`src/rtl/popcnt_accum_4to3.sv`:
```
// Popcount/accumulate stage: nibble-wise 4-to-3 compression, packet accumulation.
// Optional BNN_XNOR_EN: XNOR of in_data with in_weight, plus signed out_dot result.

module adder_4to3 (
  input  logic [3:0] x,
  output logic       sum,
  output logic       carry,
  output logic       cout
);
  logic s1, s2, c1, c2, c3;

  // two half adders, then merge; c1 and c3 can never both be set
  always_comb begin
    s1    = x[0] ^ x[1];
    c1    = x[0] & x[1];
    s2    = x[2] ^ x[3];
    c2    = x[2] & x[3];
    c3    = s1 & s2;
    sum   = s1 ^ s2;
    carry = c1 ^ c2 ^ c3;
    cout  = (c1 & c2) | (c1 & c3) | (c2 & c3);
  end
endmodule

module popcnt_accum_4to3 #(
  parameter int DATA_W = 64,
  parameter int LANES  = 4,
  parameter int ACC_W  = 16
) (
  input  logic              clk,
  input  logic              rst,
  input  logic              in_valid,
  output logic              in_ready,
  input  logic [DATA_W-1:0] in_data,
  input  logic              in_last,
`ifdef BNN_XNOR_EN
  input  logic [DATA_W-1:0] in_weight,
`endif
  output logic              out_valid,
  input  logic              out_ready,
  output logic [ACC_W-1:0]  out_count,
  output logic              out_ovf,
`ifdef BNN_XNOR_EN
  output logic signed [ACC_W:0] out_dot,
`endif
  output logic              busy
);
  localparam int SLICE  = 4 * LANES;
  localparam int NBEATS = DATA_W / SLICE;
  localparam int BW     = (NBEATS > 1) ? $clog2(NBEATS) : 1;
  localparam int LSW    = $clog2(SLICE + 1);

  typedef enum logic [1:0] {IDLE, RUN, DONE} state_t;

  state_t            state, state_n;
  logic [DATA_W-1:0] sr, cap;
  logic [BW-1:0]     beat;
  logic              last;
  logic [ACC_W-1:0]  acc;
  logic              ovf;
  logic [LANES-1:0]  ls, lc, lco;
  logic [LSW-1:0]    lane_sum;
  logic [ACC_W:0]    acc_sum;
  logic [ACC_W-1:0]  acc_sat;
  logic              sat;
  logic              final_beat;

  for (genvar i = 0; i < LANES; i++) begin : g_lane
    adder_4to3 u_add (
      .x     (sr[4*i +: 4]),
      .sum   (ls[i]),
      .carry (lc[i]),
      .cout  (lco[i])
    );
  end

`ifdef BNN_XNOR_EN
  logic [ACC_W-1:0] nvec;
  logic [ACC_W:0]   two_cnt, bits_in;
  assign cap     = ~(in_data ^ in_weight);
  assign two_cnt = {out_count, 1'b0};
  assign bits_in = (ACC_W+1)'(nvec) * (ACC_W+1)'(DATA_W);
  assign out_dot = $signed(two_cnt - bits_in);
`else
  assign cap = in_data;
`endif

  // decode lane values and add them, then saturate against the accumulator
  always_comb begin
    lane_sum = '0;
    for (int i = 0; i < LANES; i++)
      lane_sum = lane_sum + LSW'({lco[i], lc[i], ls[i]});
    acc_sum = {1'b0, acc} + (ACC_W+1)'(lane_sum);
    sat     = acc_sum[ACC_W];
    acc_sat = sat ? '1 : acc_sum[ACC_W-1:0];
  end

  assign final_beat = (beat == BW'(NBEATS - 1));
  assign in_ready   = (state == IDLE) && !rst;
  assign out_valid  = (state == DONE) && !rst;
  assign busy       = (state != IDLE);
  assign out_ovf    = ovf;

  // next-state logic
  always_comb begin
    state_n = state;
    unique case (state)
      IDLE: if (in_valid) state_n = RUN;
      RUN:  if (final_beat) state_n = last ? DONE : IDLE;
      DONE: if (out_ready) state_n = IDLE;
      default: state_n = IDLE;
    endcase
  end

  // state register
  always_ff @(posedge clk) begin
    if (rst) state <= IDLE;
    else     state <= state_n;
  end

  // datapath: capture, shift/accumulate, hold result until accepted
  always_ff @(posedge clk) begin
    if (rst) begin
      sr        <= '0;
      beat      <= '0;
      last      <= 1'b0;
      acc       <= '0;
      ovf       <= 1'b0;
      out_count <= '0;
`ifdef BNN_XNOR_EN
      nvec      <= '0;
`endif
    end else begin
      unique case (state)
        IDLE: if (in_valid) begin
          sr   <= cap;
          last <= in_last;
          beat <= '0;
`ifdef BNN_XNOR_EN
          nvec <= nvec + 1'b1;
`endif
        end
        RUN: begin
          acc  <= acc_sat;
          ovf  <= ovf | sat;
          sr   <= sr >> SLICE;
          beat <= beat + 1'b1;
          if (final_beat && last) out_count <= acc_sat;
        end
        DONE: if (out_ready) begin
          acc  <= '0;
          ovf  <= 1'b0;
`ifdef BNN_XNOR_EN
          nvec <= '0;
`endif
        end
        default: ;
      endcase
    end
  end
endmodule

```
`config.mk`:
```
export PLATFORM = sky130hd
export DESIGN_NAME = popcnt_accum_4to3
export DESIGN_NICKNAME = d
export VERILOG_FILES = /design/src/rtl/popcnt_accum_4to3.sv
export SDC_FILE = /design/constraint.sdc
export NUM_CORES = 1
export LEC_CHECK = 0
export ABC_AREA = 1
export BUFFER_PORTS_ARGS = -buffer_cell sky130_fd_sc_hd__buf_2
export CAP_MARGIN = 20
export CORE_MARGIN = 5
export CORE_UTILIZATION = 63
export CTS_BUF_LIST = sky130_fd_sc_hd__clkbuf_8
export CTS_CLUSTER_DIAMETER = 50
export DETAILED_ROUTE_END_ITERATION = 12
export GPL_TIMING_DRIVEN = 0
export PLACE_DENSITY = 0.85
export SYNTH_ARGS = -nofsm -noshare
export SYNTH_HDL_FRONTEND = slang
export SYNTH_SLANG_ARGS = --single-unit
```
`constraint.sdc`:
```
create_clock -name clk -period 9.1 [get_ports clk]
set_input_delay 1.82 -clock clk [delete_from_list [all_inputs] [get_ports clk]]
set_output_delay 1.82 -clock clk [all_outputs]
set_load 0.1 [all_outputs]
```
==> metrics.txt <==
P&R area growth vs syn 14.3%; row count 33; # Max-Cap Violations 0; Max VDD drop 0.000105 V; GR Util All Layers 0.271; Post-CTS Setup Repair Bufs 0; # DRC 0; Final ANT Viol Nets 0; Warnings, synthesis 0; root buf cell clkbuf_8; Critical Path AT between 3000 and 4000 ps; HPWL after detailed placement 10.4 mm; Max Used Layer met4; CTS tree yes; Worst-Margin Slew between 600 and 700 ps; Post-Syn Instances 701; CP endpoint in_ready; Seq pwr share 0.437; total grt overflow 0; Critical Path Max Stage Delay about 570 ps; initial antenna violation count 0; vias in the first global route 4647; CTS Hold Bufs 0; reg-to-reg endpoint out_count[15]; wire per inst between 10 and 15 um; clock skew 18.8 ps; ys async rst share 0; # nets final approximately 900; initial core utilization 0.641; Worst-Skew Late Latency 380 ps; ys flop type dfxtp_1; internal power 0.731 mW; IO Pins 89; setup TNS 0 ps; final hold slack 467 ps; Pwr Density 192 mW/mm^2; Placed Area 0.00581 mm^2; status finished clean; Die X roughly 100 um; CORE AREA a little over 0.008 mm^2; data required time of the critical path 7280 ps; H-tree Lvls 3; CTS Buf Count 9; Synth area leaders dfxtp_1 (39%), nand2_1 (14%), o21ai_0 (6.2%); combinational power share 0.326; M1 WL 6.27 mm; most numerous cell in the Yosys netlist nand2_1; final setup vio count 0; Synth area leader dfxtp_1; crit-path cells clkbuf_1 -> buf_1 -> nor2_1 -> buf_2; final WL between 10 and 15 mm; Inserted Diodes 0; first-pass GRT wire length 22.1 mm; worst hold path class reg2reg; EDFF count, synth 0; routed wl met2 6.12 mm; Tot Pwr 1.15 mW; Final period util 0.532; RSZ-0062 raised after global routing no; Tmin final slightly below 5000 ps; Sw Ratio 0.363; Fin. Hold Viols 0; die height 101 um; max-slew violation count 0; Worst slew margin 0.540; clk slew on worst S/H paths roughly 100 ps; Via density 5.54; drt initial violations 311; port buffer count 87; CP Max Fanout 10; 1st-pass router iterations 5; clock power share 0.238; Finished Core Util 0.732; post-synth top area share 0.390; post-route design area 0.00599 mm^2; register area share after synthesis 0.390; FF+latch count, synth around 100; syn_area_per_cell 7.47 um^2; reg2reg setup slack around 4400 ps; Crit-path slowest cell buf_1; Post-Synthesis Cell Area about 0.0052 mm^2; unique cell type count in the Yosys netlist 33; maximum operating frequency around 0.21 GHz; largest net degree at the start of global routing 19; critical path endpoint category output port; CP Class in2out; share of layout cells above drive strength 1 0.196; P_leak 2.85 nW; WL met3 ~910 um; DR vias 5029; Psw roughly 0.42 mW; top cells by count, synth nand2_1 (200), dfxtp_1 (102), o21ai_0 (65); CP Launch Point rst; CTS sink cnt 102; routability cong. between 0.9 and 1; cells on worst reg2reg path 19; Synth Net Count 805; post-CTS resize count 0; Worst setup SP type input pin; die area 0.0102 mm^2; clk buf depth 2; RR Startpoint sr[0]
==> layer usage <==
| metal | up-vias | track usage |
|---|---|---|
| li1 | 2488 | - |
| met1 | 2341 | 0.384 |
| met2 | 179 | 0.421 |
| met3 | 21 | 0.0441 |
| met4 | 0 | 0.0941 |
| met5 | - | 0 |
==> registers in the layout, summed over array words and instances, names as in the netlist <==
name / cells
beat: 2
acc: 16
state: 2
out_ovf: 1
out_count: 16
last: 1
sr: 64
==> area by class of cell <==
| cell class | instances | area (um^2) |
|---|---|---|
| plain buffers | 39 | 200 |
| clock buffers | 9 | 124 |
| clock inverters | 6 | 56.3 |
| fillers | 676 | 2190 |
| inverters | 64 | 240 |
| multi-input cells | 496 | 2760 |
| flip-flops and latches | 102 | 2040 |
| well taps | 105 | 131 |
| repair buffers | 87 | 435 |
==> critical path, delay by kind of cell <==
| kind | cells | cell delay (ps) |
|---|---|---|
| buffers and inverters | 3 | 1090 |
| AND/OR/NAND/NOR | 1 | 110 |
==> worst min-delay path by stage <==
stage	end	cells past startpoint	start	slack, ps
2_1_floorplan	beat[0]	1	beat[0]	430
3_3_place_gp	beat[0]	1	beat[0]	440
3_5_place_dp	sr[56]	2	sr[56]	460
4_1_cts	sr[62]	2	sr[62]	470
5_1_grt	sr[57]	2	sr[57]	490
6_report	sr[56]	2	sr[56]	470
==> power by group through the flow <==
stage	clock [mW]	sequential, mW	combinational [mW]
2_1_floorplan	0	0.504	0.275
3_3_place_gp	0	0.509	0.349
3_5_place_dp	0	0.510	0.368
4_1_cts	0.274	0.500	0.374
5_1_grt	0.298	0.505	0.423
6_report	0.273	0.502	0.374
==> metrics by stage <==
step	std cells	setup WS, ps
final	908	4260
after global routing	908	4200
after CTS	908	4270
after detailed placement	893	4280
after global placement	893	4290
after floorplan	701	3810
==> cell families after synthesis <==
group | share of synthesized area
AOI/OAI and AO/OA | 0.165
xor gates and xnor gates | 0.00502
adders and majority gates | 0.101
buffers and inverters | 0.0841
DFF | 0.390
and+or+nand+nor | 0.255
==> layout by cell type, fill, tap and decap left out, types with 3 or more instances in the layout <==
cell      instances
nand3_2           4
nand3b_1          4
fa_1             12
nand2_4           5
a21oi_2          10
nand4_1           3
clkbuf_1         20
inv_1            60
a31oi_1          48
clkbuf_8          9
nor2_1           49
nand2_1         200
buf_2            99
clkinv_4          3
nand2_2           9
o21ai_0          65
nand3_1          23
dfxtp_1         102
ha_1             23
xor2_1            3
a21oi_1          28
inv_2             4
Note: power is estimated with default switching activity, not from simulation.
